### src/rtl/sdram_burst_sched_pkg.sv
`default_nettype none
// +------------------------------------------------------------------+
// | sdram_pkg                                                        |
// | Shared constants and FSM state encoding for the burst scheduler. |
// | Rev 1.0                                                          |
// +------------------------------------------------------------------+
package sdram_pkg;

  localparam int c_burst_len_dflt = 8;

  localparam logic [2:0] c_state_idle    = 3'd0;
  localparam logic [2:0] c_state_wr_req  = 3'd1;
  localparam logic [2:0] c_state_wr_data = 3'd2;
  localparam logic [2:0] c_state_rd_req  = 3'd3;
  localparam logic [2:0] c_state_rd_data = 3'd4;

  typedef enum logic [2:0] {
    S_IDLE    = c_state_idle,
    S_WR_REQ  = c_state_wr_req,
    S_WR_DATA = c_state_wr_data,
    S_RD_REQ  = c_state_rd_req,
    S_RD_DATA = c_state_rd_data
  } state_t;

endpackage
`default_nettype wire

### src/rtl/sdram_burst_sched_if.sv
`default_nettype none
// +------------------------------------------------------------------+
// | sdram_burst_sched_if                                             |
// | FIFO-side levels, FIFO strobes and command-core handshake.       |
// | Rev 1.0                                                          |
// +------------------------------------------------------------------+
interface sdram_burst_sched_if #(
  parameter int ADDR_WIDTH  = 22,
  parameter int LEVEL_WIDTH = 10
);
  logic                   Enable;
  logic [LEVEL_WIDTH-1:0] Wr_Level;
  logic [LEVEL_WIDTH-1:0] Rd_Free;
  logic                   Wr_Fifo_Ren;
  logic                   Rd_Fifo_Wen;
  logic                   Sdr_Req;
  logic                   Sdr_Wr;
  logic [ADDR_WIDTH-1:0]  Sdr_Addr;
  logic                   Sdr_Ack;
  logic                   Sdr_Beat;
  logic [ADDR_WIDTH:0]    Stored;
  logic                   Busy;

  // slave = the scheduler, master = whatever drives FIFO levels and the core handshake
  modport slave (
    input  Enable, Wr_Level, Rd_Free, Sdr_Ack, Sdr_Beat,
    output Wr_Fifo_Ren, Rd_Fifo_Wen, Sdr_Req, Sdr_Wr, Sdr_Addr, Stored, Busy
  );

  modport master (
    output Enable, Wr_Level, Rd_Free, Sdr_Ack, Sdr_Beat,
    input  Wr_Fifo_Ren, Rd_Fifo_Wen, Sdr_Req, Sdr_Wr, Sdr_Addr, Stored, Busy
  );
endinterface
`default_nettype wire

### src/rtl/sdram_burst_sched_arb.sv
`default_nettype none
// +------------------------------------------------------------------+
// | sdram_burst_arb                                                  |
// | Combinational round-robin pick between write and read bursts.    |
// | Rev 1.0                                                          |
// +------------------------------------------------------------------+
module sdram_burst_arb (
  input  logic wr_ok,
  input  logic rd_ok,
  input  logic Last_Wr,
  input  logic Enable,
  output logic grant_wr,
  output logic grant_rd
);
  // When both are eligible the side that did not win last time goes next
  assign grant_wr = Enable & wr_ok & (~rd_ok | ~Last_Wr);
  assign grant_rd = Enable & rd_ok & (~wr_ok |  Last_Wr);
endmodule
`default_nettype wire

### src/rtl/sdram_burst_sched.sv
`default_nettype none
// +------------------------------------------------------------------+
// | sdram_burst_sched                                                |
// | One-at-a-time SDRAM burst scheduler with pointers and fill level.|
// | Rev 1.0                                                          |
// +------------------------------------------------------------------+
module sdram_burst_sched
  import sdram_pkg::*;
#(
  parameter int BURST_LEN   = c_burst_len_dflt,
  parameter int ADDR_WIDTH  = 22,
  parameter int LEVEL_WIDTH = 10
) (
  input  logic               Clk,
  input  logic               Rst_n,
  sdram_burst_sched_if.slave bus
);

  localparam int                    c_cnt_w        = $clog2(BURST_LEN);
  localparam logic [LEVEL_WIDTH-1:0] c_lvl_burst   = LEVEL_WIDTH'(BURST_LEN);
  localparam logic [ADDR_WIDTH:0]   c_stored_burst = (ADDR_WIDTH+1)'(BURST_LEN);
  localparam logic [ADDR_WIDTH:0]   c_stored_limit = (ADDR_WIDTH+1)'((64'd1 << ADDR_WIDTH) - 64'(BURST_LEN));
  localparam logic [ADDR_WIDTH-1:0] c_ptr_burst    = ADDR_WIDTH'(BURST_LEN);
  localparam logic [c_cnt_w-1:0]    c_last_beat    = c_cnt_w'(BURST_LEN - 1);
  localparam logic [c_cnt_w-1:0]    c_cnt_one      = c_cnt_w'(1);

  state_t                r_state;
  logic [ADDR_WIDTH-1:0] r_wr_ptr;
  logic [ADDR_WIDTH-1:0] r_rd_ptr;
  logic [ADDR_WIDTH-1:0] r_addr;
  logic [ADDR_WIDTH:0]   r_stored;
  logic [c_cnt_w-1:0]    r_beat_cnt;
  logic                  r_last_wr;
  logic                  r_req;
  logic                  r_wr;

  logic w_wr_ok;
  logic w_rd_ok;
  logic w_grant_wr;
  logic w_grant_rd;

  assign w_wr_ok = (bus.Wr_Level >= c_lvl_burst) && (r_stored <= c_stored_limit);
  assign w_rd_ok = (bus.Rd_Free  >= c_lvl_burst) && (r_stored >= c_stored_burst);

  sdram_burst_arb u_arb (
    .wr_ok    (w_wr_ok),
    .rd_ok    (w_rd_ok),
    .Last_Wr  (r_last_wr),
    .Enable   (bus.Enable),
    .grant_wr (w_grant_wr),
    .grant_rd (w_grant_rd)
  );

  always_ff @(posedge Clk or negedge Rst_n) begin
    if (!Rst_n) begin
      r_state    <= S_IDLE;
      r_wr_ptr   <= '0;
      r_rd_ptr   <= '0;
      r_addr     <= '0;
      r_stored   <= '0;
      r_beat_cnt <= '0;
      r_last_wr  <= 1'b0;
      r_req      <= 1'b0;
      r_wr       <= 1'b0;
    end else begin
      unique case (r_state)
        S_IDLE: begin
          if (w_grant_wr) begin
            r_state   <= S_WR_REQ;
            r_req     <= 1'b1;
            r_wr      <= 1'b1;
            r_addr    <= r_wr_ptr;
            r_last_wr <= 1'b1;
          end else if (w_grant_rd) begin
            r_state   <= S_RD_REQ;
            r_req     <= 1'b1;
            r_wr      <= 1'b0;
            r_addr    <= r_rd_ptr;
            r_last_wr <= 1'b0;
          end
        end
        // Beats arriving before the ack are not part of this burst
        S_WR_REQ, S_RD_REQ: begin
          if (bus.Sdr_Ack) begin
            r_req      <= 1'b0;
            r_beat_cnt <= '0;
            r_state    <= (r_state == S_WR_REQ) ? S_WR_DATA : S_RD_DATA;
          end
        end
        S_WR_DATA: begin
          if (bus.Sdr_Beat) begin
            if (r_beat_cnt == c_last_beat) begin
              r_state  <= S_IDLE;
              r_wr_ptr <= r_wr_ptr + c_ptr_burst;
              r_stored <= r_stored + c_stored_burst;
            end else begin
              r_beat_cnt <= r_beat_cnt + c_cnt_one;
            end
          end
        end
        S_RD_DATA: begin
          if (bus.Sdr_Beat) begin
            if (r_beat_cnt == c_last_beat) begin
              r_state  <= S_IDLE;
              r_rd_ptr <= r_rd_ptr + c_ptr_burst;
              r_stored <= r_stored - c_stored_burst;
            end else begin
              r_beat_cnt <= r_beat_cnt + c_cnt_one;
            end
          end
        end
        default: r_state <= S_IDLE;
      endcase
    end
  end

  assign bus.Sdr_Req     = r_req;
  assign bus.Sdr_Wr      = r_wr;
  assign bus.Sdr_Addr    = r_addr;
  assign bus.Stored      = r_stored;
  assign bus.Busy        = (r_state != S_IDLE);
  assign bus.Wr_Fifo_Ren = (r_state == S_WR_DATA) & bus.Sdr_Beat;
  assign bus.Rd_Fifo_Wen = (r_state == S_RD_DATA) & bus.Sdr_Beat;

endmodule
`default_nettype wire
### src/flat_wrapper.sv
// flat-port wrapper written by rule: the top's interface ports become plain ports
module sdram_burst_sched_flat import sdram_pkg::*;
#(
  parameter int BURST_LEN   = c_burst_len_dflt,
  parameter int ADDR_WIDTH  = 22,
  parameter int LEVEL_WIDTH = 10
)
  (Clk, Rst_n, bus_Enable, bus_Wr_Level, bus_Rd_Free, bus_Sdr_Ack, bus_Sdr_Beat, bus_Wr_Fifo_Ren, bus_Rd_Fifo_Wen, bus_Sdr_Req, bus_Sdr_Wr, bus_Sdr_Addr, bus_Stored, bus_Busy);
  sdram_burst_sched_if #(.ADDR_WIDTH(ADDR_WIDTH), .LEVEL_WIDTH(LEVEL_WIDTH)) bus_i ();
  input  logic Clk;
  input  logic Rst_n;
  input wire logic [$bits(bus_i.Enable)-1:0] bus_Enable;
  input wire logic [$bits(bus_i.Wr_Level)-1:0] bus_Wr_Level;
  input wire logic [$bits(bus_i.Rd_Free)-1:0] bus_Rd_Free;
  input wire logic [$bits(bus_i.Sdr_Ack)-1:0] bus_Sdr_Ack;
  input wire logic [$bits(bus_i.Sdr_Beat)-1:0] bus_Sdr_Beat;
  output wire logic [$bits(bus_i.Wr_Fifo_Ren)-1:0] bus_Wr_Fifo_Ren;
  output wire logic [$bits(bus_i.Rd_Fifo_Wen)-1:0] bus_Rd_Fifo_Wen;
  output wire logic [$bits(bus_i.Sdr_Req)-1:0] bus_Sdr_Req;
  output wire logic [$bits(bus_i.Sdr_Wr)-1:0] bus_Sdr_Wr;
  output wire logic [$bits(bus_i.Sdr_Addr)-1:0] bus_Sdr_Addr;
  output wire logic [$bits(bus_i.Stored)-1:0] bus_Stored;
  output wire logic [$bits(bus_i.Busy)-1:0] bus_Busy;
  assign bus_i.Enable = bus_Enable;
  assign bus_i.Wr_Level = bus_Wr_Level;
  assign bus_i.Rd_Free = bus_Rd_Free;
  assign bus_i.Sdr_Ack = bus_Sdr_Ack;
  assign bus_i.Sdr_Beat = bus_Sdr_Beat;
  assign bus_Wr_Fifo_Ren = bus_i.Wr_Fifo_Ren;
  assign bus_Rd_Fifo_Wen = bus_i.Rd_Fifo_Wen;
  assign bus_Sdr_Req = bus_i.Sdr_Req;
  assign bus_Sdr_Wr = bus_i.Sdr_Wr;
  assign bus_Sdr_Addr = bus_i.Sdr_Addr;
  assign bus_Stored = bus_i.Stored;
  assign bus_Busy = bus_i.Busy;
  sdram_burst_sched #(.BURST_LEN(BURST_LEN), .ADDR_WIDTH(ADDR_WIDTH), .LEVEL_WIDTH(LEVEL_WIDTH)) u_core (.Clk(Clk), .Rst_n(Rst_n), .bus(bus_i));
endmodule
### config.mk
export PLATFORM = sky130hd
export DESIGN_NAME = sdram_burst_sched_flat
export DESIGN_NICKNAME = d
export VERILOG_FILES = /design/src/rtl/sdram_burst_sched_pkg.sv /design/src/rtl/sdram_burst_sched_if.sv /design/src/rtl/sdram_burst_sched_arb.sv /design/src/rtl/sdram_burst_sched.sv /design/src/flat_wrapper.sv
export SDC_FILE = /design/constraint.sdc
export NUM_CORES = 1
export LEC_CHECK = 0
export ABC_AREA = 0
export CAP_MARGIN = 0
export CELL_PAD_IN_SITES_DETAIL_PLACEMENT = 2
export CELL_PAD_IN_SITES_GLOBAL_PLACEMENT = 2
export CORE_MARGIN = 3
export CORE_UTILIZATION = 37
export CTS_BUF_LIST = sky130_fd_sc_hd__clkbuf_8
export CTS_CLUSTER_SIZE = 12
export DETAILED_ROUTE_END_ITERATION = 7
export GPL_ROUTABILITY_DRIVEN = 0
export GPL_TIMING_DRIVEN = 1
export PLACE_DENSITY = 0.94
export SLEW_MARGIN = 20
export SYNTH_ARGS = -nofsm -noshare
export SYNTH_HDL_FRONTEND = slang
export SYNTH_SLANG_ARGS = --single-unit
### constraint.sdc
create_clock -name Clk -period 3.34 [get_ports Clk]
set_input_delay 0.668 -clock Clk [delete_from_list [all_inputs] [get_ports Clk]]
set_output_delay 0.668 -clock Clk [all_outputs]
set_load 0.005 [all_outputs]
==> summary.txt, run 1 <==
Clock tree
  – CTS hold repair buffers: 0
  – Clock Pin Slew Worst Setup and Hold Paths: 0.10 ns
  – CTS tree: yes
  – Clk root buf: clkbuf_8
  – CTS Buf Count: 9
  – CTS Sinks: 85
  – Clk_lat worst skew: 0.38 ns
  – CTS resizes: 0
  – Clock buffer depth: 2
  – Postcts setup bufs: 0
  – CTS H-Tree Depth: 3

Synth
  – Yosys Warn Count: 0
  – Most used DFF post-synth: dfrtp_1
  – Yosys top cell by area: dfrtp_1
  – Post-synth top area share: 0.484
  – Post-Syn Area: 0.00440 mm^2
  – Post-synthesis instance total: 438
  – Area contributors post-synth: dfrtp_1 48%, xnor2_1 6.2%, mux2i_1 5.5%
  – #FFs+latches synth: 85
  – Number of synthesized flops with an enable pin: 0
  – Synth async-reset ratio: 1.00
  – Syn avg cell area: 10.0 um^2
  – Register area share after synthesis: 0.484
  – Synth cell types: 53

Route
  – Post-DRT Antenna Nets: 0
  – DR WL/cell: 21.9 um
  – Via density: 5.57
  – Pre-antenna DRT Iters: 4
  – # DRC: 0
  – Total number of vias: 3612
  – Routed WL: 14200 um
  – Number of DRC markers in iteration 0: 172

Placed design
  – HPWL Detailed: 9630 um
  – Port Buffer Count: 62

Timing
  – Max-slew violations: 0
  – Final setup vio count: 0
  – Clk_skew: 0.0165 ns
  – Final hold viol count: 0
  – RSZ-0062 raised after global routing: no
  – Min cycle time layout: 3.01 ns
  – Tightest Pin Transition: 0.870 ns
  – Final setup TNS: 0 ns
  – Period Utilization, post-route: 0.900
  – Max transition margin: 0.420
  – Max Fclk: 333 MHz

Power and ir drop
  – Lkg Pwr: 2.51 nW
  – Peak VDD IR: 0.000258 V
  – Pwr Density: 599 mW/mm^2

Worst setup path
  – CP delay by family, top: simple AND/OR/NAND/NOR gates
  – CP Launch Type: flop
  – Critical path cell sequence: inv_1, ha_1, nor3b_1, or4b_4, nor2_2, o21ai_2, buf_4, mux2i_1, a21oi_1
  – CP Data Arrival Time: 3.28 ns
  – CP Buf/Inv Count: 2
  – CP required: 3.61 ns
  – Reg-to-reg critical path startpoint: u_core.bus.Stored[4]
  – Slowest cell on the critical path: or4b_4
  – RR Endpoint: u_core.bus.Sdr_Addr[21]
  – Crit Path Category: flop to flop
  – Reg2reg setup slack: 0.33 ns
  – CP peak stage delay: 0.56 ns
  – Cells on worst reg2reg path: 9
  – Worst-path fanout max: 12
  – Critical Path End Type: flop

Die
  – # rows: 39
  – Die height: 115 um
  – Die width: 115 um
  – Core box area: 0.0115 mm^2
  – Initial core utilization: 0.382
  – DIE AREA: 0.0132 mm^2
  – I/O Pins: 75

Global routing
  – Grt ovf: 0
  – Gr usage total: 0.227
  – Number of global-route vias before repair: 3991
  – Largest net degree at the start of global routing: 86
  – Global-route wire length before repair: 23200 um
  – Initial antenna violation count: 0

Final layout
  – Fillers: 1216
  – Most common cell after layout, fill and taps aside: dfrtp_1
  – Fin nets: 533
  – Area grow syn2layout: 22.1%
  – Most frequent cells in the layout: 85 x dfrtp_1, 61 x clkdlybuf4s50_1, 48 x nor2_1
  – Layout cells sized above 1: 0.0711
  – Number of diodes: 0
  – Final design utilization: 0.466

Flow run
  – Max-Cap Viols: 0

Outcome
  – Outcome: finished, final reports clean

Min path
  – Worst Hold Class: primary input to asynchronous set/reset pin
==> sequential cells by signal (all words and copies together), names as in the netlist <==
signal               count
u_core.r_beat_cnt        3
u_core.r_rd_ptr         19
u_core.r_wr_ptr         19
u_core.r_state           3
u_core.bus.Sdr_Req       1
u_core.bus.Stored       20
u_core.bus.Sdr_Addr     19
u_core.r_last_wr         1
==> power breakdown <==
group	switching, mW	internal, mW
Clock	0.390	0.404
Combinational	0.532	0.540
Sequential	0.148	1.20
Total	1.07	2.15
==> routing by layer <==
metal / routed length (um) / GRT usage / vias to the layer above
li1: - / - / 1637
met1: 6260 / 0.307 / 1885
met2: 7230 / 0.379 / 76
met3: 447 / 0.0216 / 14
met4: 265 / 0.0829 / 0
met5: 0 / 0 / -
==> synth_stat cells, drive strengths merged, types with 5 or more instances <==
| cell type | n |
|---|---|
| dfrtp | 85 |
| nor2 | 49 |
| nand2 | 34 |
| xnor2 | 31 |
| a21oi | 30 |
| xor2 | 25 |
| mux2i | 24 |
| nand3 | 21 |
| and3 | 15 |
| nand4 | 15 |
| buf | 13 |
| inv | 10 |
| nor3 | 10 |
| clkbuf | 8 |
| o21ai | 8 |
| ha | 7 |
| nand3b | 5 |
| nor4 | 5 |
==> how the worst max path moves through the flow <==
stage          slack (ns)                  from  cells past startpoint                 endpoint
4_1_cts              0.32  u_core.bus.Stored[4]                      9  u_core.bus.Sdr_Addr[21]
6_report             0.33  u_core.bus.Stored[4]                      9  u_core.bus.Sdr_Addr[21]
3_5_place_dp         0.36        bus_Rd_Free[3]                      8  u_core.bus.Sdr_Addr[14]
3_3_place_gp         0.51        bus_Rd_Free[8]                      8  u_core.bus.Sdr_Addr[21]
2_1_floorplan        1.11  u_core.bus.Stored[7]                      7  u_core.bus.Sdr_Addr[11]
5_1_grt              0.15  u_core.bus.Stored[4]                      9  u_core.bus.Sdr_Addr[21]
==> area by class of cell <==
type / instances / area, um^2 / share of cell area
timing repair buffer: 68 / 687 / 0.128
clock inverter: 4 / 46.3 / 0.00862
sequential: 85 / 2130 / 0.396
clock buffer: 12 / 165 / 0.0308
tap: 143 / 179 / 0.0333
multi-input combinational: 327 / 2130 / 0.396
inverter: 10 / 37.5 / 0.00699
==> cell families after synthesis <==
| group | after synthesis | synth area share |
|---|---|---|
| adder cells (fa/ha/maj) | 7 | 0.0199 |
| other | 1 | 0.000853 |
| AND/OR/NAND/NOR | 178 | 0.209 |
| buffers and inverters | 31 | 0.0384 |
| multiplexers | 27 | 0.0623 |
| XOR/XNOR | 56 | 0.112 |
| AO/OA/AOI/OAI | 53 | 0.0746 |
| flip-flops | 85 | 0.484 |
==> per-stage QoR <==
stage	power, mW	setup WS, ns	instances	area (um^2)	hold slack [ns]
after global routing	3.42	0.154	649	5370	0.429
after CTS	3.22	0.323	648	5340	0.488
after global placement	2.29	0.512	632	5130	0.457
final	3.22	0.334	649	5370	0.346
after detailed placement	2.39	0.365	632	5130	0.472
after floorplan	1.88	1.11	443	4420	0.372
(Power assumes the default switching activity.)
==> run 2, diff against run 1 <==
--- a/config.mk
+++ b/config.mk
@@ -9,7 +9,8 @@
 export CAP_MARGIN = 0
 export CELL_PAD_IN_SITES_DETAIL_PLACEMENT = 2
 export CELL_PAD_IN_SITES_GLOBAL_PLACEMENT = 2
-export CORE_MARGIN = 3
+export CORE_ASPECT_RATIO = 1.5
+export CORE_MARGIN = 5
 export CORE_UTILIZATION = 37
 export CTS_BUF_LIST = sky130_fd_sc_hd__clkbuf_8
 export CTS_CLUSTER_SIZE = 12
==> run 2 against run 1 <==
- clock power rose by 3.7%
- design area shrank 0.28%
- fmax is 9.8% higher
- core utilization is 0.43 points lower
- non-clock buffer count shrank 2
- critical path depth down 2
- combinational power decreased by 6%
- via count fell by 3.2%
- worst setup slack gained 0.27 ns
- final cell count grew 0.77%
- largest power group unchanged
- highest routed layer unchanged
==> summary.txt, run 2 (synthesis gave the netlist of run 1 again) <==
Clock tree
  – Clock Pin Slew Worst Setup and Hold Paths: 0.09 ns
  – CTS Buf Count: 9
  – Postcts setup bufs: 0
  – CTS Sinks: 85
  – CTS hold repair buffers: 0
  – CTS tree: yes
  – Clk root buf: clkbuf_8
  – Clk_lat worst skew: 0.36 ns
  – CTS H-Tree Depth: 3
  – Clock buffer depth: 2
  – CTS resizes: 0

Worst setup path
  – CP Data Arrival Time: 2.99 ns
  – Reg-to-reg critical path startpoint: u_core.bus.Stored[4]
  – Slowest cell on the critical path: clkdlybuf4s50_1
  – Critical path cell sequence: clkdlybuf4s50_1, nand3b_1, nor2_1, nand4_1, nor2_1, nand4_1, xnor2_1
  – Critical Path Sink: u_core.r_rd_ptr[20]
  – Worst-path fanout max: 6
  – CP Launch Type: primary input
  – Reg2reg setup slack: 0.64 ns
  – CP peak stage delay: 0.54 ns
  – CP required: 3.59 ns
  – Crit Path Category: primary input to flop
  – RR Endpoint: u_core.bus.Sdr_Addr[4]
  – Crit path from: bus_Sdr_Beat
  – Critical Path End Type: flop
  – Cells on worst reg2reg path: 9

Timing
  – RSZ-0062 raised after global routing: no
  – Max transition margin: 0.317
  – Max Fclk: 365 MHz
  – Final setup TNS: 0 ns
  – Clk_skew: 0.0106 ns
  – Max-slew violations: 0
  – Final hold viol count: 0
  – Worst hold margin: 0.367 ns
  – Min cycle time layout: 2.74 ns
  – Tightest Pin Transition: 1.02 ns
  – Final setup vio count: 0
  – Period Utilization, post-route: 0.820

Final layout
  – Layout cells sized above 1: 0.0694
  – Number of diodes: 0
  – Max FFs per register: 20
  – Fin nets: 531
  – Most common cell after layout, fill and taps aside: dfrtp_1
  – Area grow syn2layout: 21.8%
  – Final design utilization: 0.462
  – Most frequent cells in the layout: 85 x dfrtp_1, 61 x clkdlybuf4s50_1, 48 x nor2_1

Die
  – Initial core utilization: 0.379
  – DIE AREA: 0.0142 mm^2
  – Core box area: 0.0116 mm^2
  – I/O Pins: 75
  – # rows: 48
  – Die height: 144 um
  – Die width: 99.0 um

Power and ir drop
  – Peak VDD IR: 0.000242 V
  – Lkg Pwr: 2.49 nW
  – Pwr Density: 594 mW/mm^2

Route
  – DR WL/cell: 20.0 um
  – Number of DRC markers in iteration 0: 63
  – # DRC: 0
  – Via density: 5.35
  – Pre-antenna DRT Iters: 4
  – Post-DRT Antenna Nets: 0
  – Total number of vias: 3498
  – Routed WL: 13100 um

Global routing
  – Global-route wire length before repair: 21700 um
  – Grt met1 use: 0.203
  – Initial antenna violation count: 0
  – Largest net degree at the start of global routing: 86
  – GR peak layer: met2
  – Grt ovf: 0
  – Met3 usage: 0.0330
  – Met2 Usage GRT: 0.381
  – Gr usage total: 0.193
  – Number of global-route vias before repair: 4101

Placed design
  – Port Buffer Count: 62
  – HPWL Detailed: 9800 um

Flow run
  – Max-Cap Viols: 0

Min path
  – Worst Hold Class: primary input to asynchronous set/reset pin

Outcome
  – Outcome: finished, final reports clean
[run 2: how the worst min path moves through the flow]
stage | startpoint | endpoint | slack, ns | cells after the start
3_3_place_gp | u_core.r_wr_ptr[21] | u_core.r_wr_ptr[21] | 0.46 | 1
5_1_grt | Rst_n | u_core.r_rd_ptr[17] | 0.42 | 1
6_report | Rst_n | u_core.r_rd_ptr[19] | 0.37 | 1
3_5_place_dp | u_core.r_rd_ptr[21] | u_core.r_rd_ptr[21] | 0.49 | 1
2_1_floorplan | Rst_n | u_core.bus.Sdr_Addr[10] | 0.37 | 0
4_1_cts | u_core.r_rd_ptr[21] | u_core.r_rd_ptr[21] | 0.51 | 1
[run 2: power by group]
group | leakage, nW | internal (mW) | switching [mW]
Clock | 0.110 | 0.425 | 0.397
Sequential | 1.12 | 1.20 | 0.143
Combinational | 1.26 | 0.509 | 0.501
[run 2: per-layer routing]
layer  wire length (um)  part of all wire
met1               4980              0.38
met3                357             0.027
met4                286             0.022
met5                  0                 0
met2               7470              0.57
[run 2: area by class of cell]
cell class              count  area, um^2
inverters                  10        37.5
fillers                  1192        6240
flip-flops and latches     85        2130
repair buffers             66         652
clock inverters             7        98.8
well taps                 150         188
clock buffers               9         124
multi-input cells         327        2130
[run 2: per-stage QoR]
stage          cell area (um^2)  power (mW)  setup slack, ns  std cells
3_5_place_dp               5130        2.40            0.313        638
4_1_cts                    5350        3.24            0.587        654
6_report                   5350        3.18            0.601        654
2_1_floorplan              4420        1.88             1.11        443
3_3_place_gp               5130        2.30            0.497        638
5_1_grt                    5350        3.39            0.482        654
[run 2: worst max-delay path, delay by kind of cell]
kind / cells / cell delay (ns)
simple gates: 5 / 1.61
xor+xnor: 1 / 0.15
buf+inv: 1 / 0.54
==> RTL change 1, RTL diff (settings of run 1) <==
Make the reset (`Rst_n`) synchronous in one clocked block.
--- a/src/rtl/sdram_burst_sched.sv
+++ b/src/rtl/sdram_burst_sched.sv
@@ -51,7 +51,7 @@
     .grant_rd (w_grant_rd)
   );
 
-  always_ff @(posedge Clk or negedge Rst_n) begin
+  always_ff @(posedge Clk) begin
     if (!Rst_n) begin
       r_state    <= S_IDLE;
       r_wr_ptr   <= '0;
Formal check against the unedited RTL: differs if Rst_n is asserted again (counterexample within 4 cycles, from zero or initial values and one cycle with Rst_n low); with Rst_n held inactive, the same outputs for 4 cycles.
==> RTL change 1 against run 1 <==
  * Worst setup slack gained 0.10 ns
  * Count of clock-buffer cells in the layout shrank 1
  * Wire length grew 35%
  * Non-clock buffer count grew 7
  * Global-route usage grew 4.6 points
  * Synthesized cell count grew 37%
  * Worst hold slack gained 0.13 ns
  * Sequential cell count is the same
  * Synthesized area grew 8.3%
  * Design area grew 7.0%
  * Cell count grew 26%
  * Critical path type is now reg -> out
  * Critical endpoint is now bus_Busy
  * Largest cell class is now multi-input combinational cells
Power is not compared: it rests on default switching activity, and its combinational part moved more than twofold at a synthesized area within 25%.
==> RTL change 1: results (changes against run 1) <==
[critical_path]
r2r-end = u_core.bus.Sdr_Addr[17]
setup.worst_path.start = u_core.r_state[1]
path_class = reg -> out
worstPathArrival_ns = 2.24  ; -1.04 ns
r2r_cells = 8  ; -1
endpoint = bus_Busy
cp_max_fo = 22  ; +10
max_stage_delay_ns = 0.62  ; +0.06 ns
slowest_stage = dfxtp_1
crit_family = buffers and inverters

[logic_synthesis]
ys_async_sr_fraction_pct = 0  ; -100 points
seq_area_frac_synth_pct = 35.7  ; -13 points
synth_top_cell_area_share_pct = 35.7  ; -13 points
synth_area_per_cell_sq_um = 7.96  ; -21%
synth_commonest_cells = 91 x nor2_1, 85 x dfxtp_1, 36 x o21ai_0, 34 x nand2_1, 33 x nand3_1

[timing]
skew_ns = 0.0112  ; -0.00530 ns
max_freq_ghz = 0.344  ; +3.5%
relSlewSlack_pct = 37.7  ; -4.3 points
whs_ns = 0.474  ; +0.128 ns

[global_routing]
grt_max_degree = 48  ; -44%
grtUsageTotal_pct = 27.3  ; +4.6 points
grt_pass1_vias = 5415  ; +36%
grt_pass1_wl_um = 30500  ; +32%

[hold_path]
hp-class = reg -> reg

[outcome]
status = finished, final reports clean

[clock_tree]
clk_pin_slew_worst_paths_ns = 0.08  ; -0.02 ns

[route]
drt_first_iter_violations = 394  ; +130%
routedWlPerCell_um = 23.6  ; +7.6%

[cells_and_area]
clockBufferCount = 11  ; -1
multi_input_area_share_pct = 48.9  ; +9.2 points
buffers = 75  ; +10%

[placed_design]
placedInstanceArea_sq_mm = 0.00551  ; +7.5%

RTL change 1: cell count changes after synthesis, sizes merged, moves of 18 or more:
cell	change
a31oi	+21
dfxtp	+85
mux2i	-18
clkbuf	+19
dfrtp	-85
o31ai	+24
nor2	+42
o21ai	+29
RTL change 1: power breakdown:
group	switching (mW)	internal, mW
combinational	0.208	0.163
sequential	0.0458	1.05
clock	0.409	0.457
RTL change 1: cells by family after synthesis:
family / share of synthesized area, %
flip-flops: 35.7
multiplexers: 1.26
AND/OR/NAND/NOR: 30.3
AO/OA/AOI/OAI: 17.3
buffers and inverters: 6.12
other: 0.0788
XOR/XNOR: 7.36
adder cells (fa/ha/maj): 1.84
RTL change 1: layer usage:
layer / track usage (%) / vias up / wire length [um]
li1: - / 2207 / -
met1: 31.3 / 2465 / 7680
met2: 49.3 / 127 / 10000
met3: 4.51 / 62 / 690
met4: 12.7 / 0 / 845
met5: 0 / - / 0
==> RTL change 2, RTL diff (settings of run 1) <==
Made on the original files. `ADDR_WIDTH` is set to 22 in 3 places; all go to 23.
--- a/src/rtl/sdram_burst_sched_if.sv
+++ b/src/rtl/sdram_burst_sched_if.sv
@@ -5,7 +5,7 @@
 // | Rev 1.0                                                          |
 // +------------------------------------------------------------------+
 interface sdram_burst_sched_if #(
-  parameter int ADDR_WIDTH  = 22,
+  parameter int ADDR_WIDTH  = 23,
   parameter int LEVEL_WIDTH = 10
 );
   logic                   Enable;
--- a/src/rtl/sdram_burst_sched.sv
+++ b/src/rtl/sdram_burst_sched.sv
@@ -8,7 +8,7 @@
   import sdram_pkg::*;
 #(
   parameter int BURST_LEN   = c_burst_len_dflt,
-  parameter int ADDR_WIDTH  = 22,
+  parameter int ADDR_WIDTH  = 23,
   parameter int LEVEL_WIDTH = 10
 ) (
   input  logic               Clk,
--- a/src/flat_wrapper.sv
+++ b/src/flat_wrapper.sv
@@ -2,7 +2,7 @@
 module sdram_burst_sched_flat import sdram_pkg::*;
 #(
   parameter int BURST_LEN   = c_burst_len_dflt,
-  parameter int ADDR_WIDTH  = 22,
+  parameter int ADDR_WIDTH  = 23,
   parameter int LEVEL_WIDTH = 10
 )
   (Clk, Rst_n, bus_Enable, bus_Wr_Level, bus_Rd_Free, bus_Sdr_Ack, bus_Sdr_Beat, bus_Wr_Fifo_Ren, bus_Rd_Fifo_Wen, bus_Sdr_Req, bus_Sdr_Wr, bus_Sdr_Addr, bus_Stored, bus_Busy);
Interface: changed (resized bus_Sdr_Addr and bus_Stored); port bits go from 75 to 77. The function was not compared with the original's and may differ.
==> RTL change 2 against run 1 <==
  * Design area is 4.2% higher
  * Sequential cell count is 4 higher
  * Power shrank 21%
  * Sequential power fell by 11%
  * Wire length grew 10%
  * Synthesized area up 4.8%
  * Worst setup slack better by 0.11 ns
  * Die area up 4.5%
  * Largest cell class unchanged
  * Largest power group unchanged
==> RTL change 2: results (changes against run 1) <==
[route]
dr_wl_met3_um = 520  ; +16%
drt-met1-wl_um = 6500  ; +3.7%
wl_met2_um = 8250  ; +14%
vias = 3831  ; +6.1%

[global_routing]
grt_pass1_vias = 4402  ; +10%
met2_usage_pct = 42.2  ; +4.2 points
grt_max_degree = 45  ; -48%
grt_use_met3_pct = 3.60  ; +1.4 points
grtUsageTotal_pct = 23.1  ; +0.42 points

[power]
clk-power_uw = 718  ; -9.6%
combinationalPower_uw = 627  ; -41%
swShare_pct = 34.0  ; +0.76 points
ir_drop_v = 0.000206  ; -20%
leakage_nw = 2.51  ; about the same
p_sw_uw = 866  ; -19%

[logic_synthesis]
synth_compound_area_share_pct = 8.42  ; +0.96 points
synth_xor_area_share_pct = 11.2  ; +0.061 points
ys_types = 49  ; -7.5%
seq_area_frac_synth_pct = 48.3  ; about the same
netlist_instances = 461  ; +5.3%
synth_commonest_cells = 89 x dfrtp_1, 59 x nand2_1, 34 x xnor2_1, 25 x nor2_1, 25 x xor2_1
synth_adder_area_share_pct = 1.90  ; -0.091 points
synthMuxAreaShare_pct = 5.51  ; -0.72 points
ys_seq_elements = 89  ; +4.7%

[cells_and_area]
buffer_area_share_pct = 13.3  ; +0.54 points
multi_input_area_share_pct = 39.1  ; -0.47 points
fin_area_sq_mm = 0.00559  ; +4.2%
nNetsFinal = 558  ; +4.7%
clkCellAreaFrac_pct = 3.20  ; -0.74 points
buffers = 75  ; +10%
largest_reg_flops = 21  ; +5.0%
fin_cells = 698  ; +7.6%
drive_above_1_share_pct = 6.98  ; -0.13 points
clockBufferCount = 11  ; -1
layout.comb_gates.multi_input = 340  ; +4.0%
fill_cells = 1293  ; +6.3%
seq_share_pct = 39.8  ; +0.20 points
inv_count = 11  ; +1
area_growth_pct = 21.4

[clock_tree]
clk_pin_slew_worst_paths_ns = 0.10  ; about the same

[placed_design]
io_buffers = 64  ; +3.2%
placed_cells = 683  ; +8.1%
placedInstanceArea_sq_mm = 0.00541  ; +5.6%
place_hpwl_um = 10800  ; +12%
pre_cts_slack_ns = 0.0963  ; -0.269 ns

[timing]
skew_ns = 0.0223  ; +0.00575 ns
whs_ns = 0.282  ; -0.0639 ns
relSlewSlack_pct = 41.4  ; -0.59 points

[outcome]
status = finished, final reports clean

[hold_path]
hp-class = in -> async

[critical_path]
worstPathArrival_ns = 3.14  ; -0.14 ns
slowest_stage = or4_1
crit_family = compound AO/OA/AOI/OAI gates
r2r_cells = 7  ; -2
setup.worst_path.start = bus_Wr_Level[6]

## RTL change 2: changes by cell type in the layout (fill, tap and decap cells not counted), moves of 4 or more
cell / change
nand2_1: +25
nor2_1: -23
o21ai_1: +21
a21oi_1: -13
and3_1: -10
a31oi_1: +6
buf_4: +5
dfrtp_1: +4
nand4_1: -4
nor3_1: +4
or4_1: +4
## RTL change 2: worst max path at each step
| stage | endpoint | slack [ns] | depth (start not counted) |
|---|---|---|---|
| after floorplan | u_core.bus.Sdr_Addr[15] | 1.00 | 8 |
| after global placement | u_core.bus.Sdr_Addr[5] | 0.19 | 8 |
| after detailed placement | u_core.bus.Sdr_Addr[12] | 0.1 | 8 |
| after CTS | u_core.bus.Sdr_Addr[13] | 0.44 | 8 |
| after global routing | u_core.bus.Sdr_Addr[13] | 0.33 | 8 |
| final | u_core.bus.Sdr_Addr[11] | 0.44 | 8 |
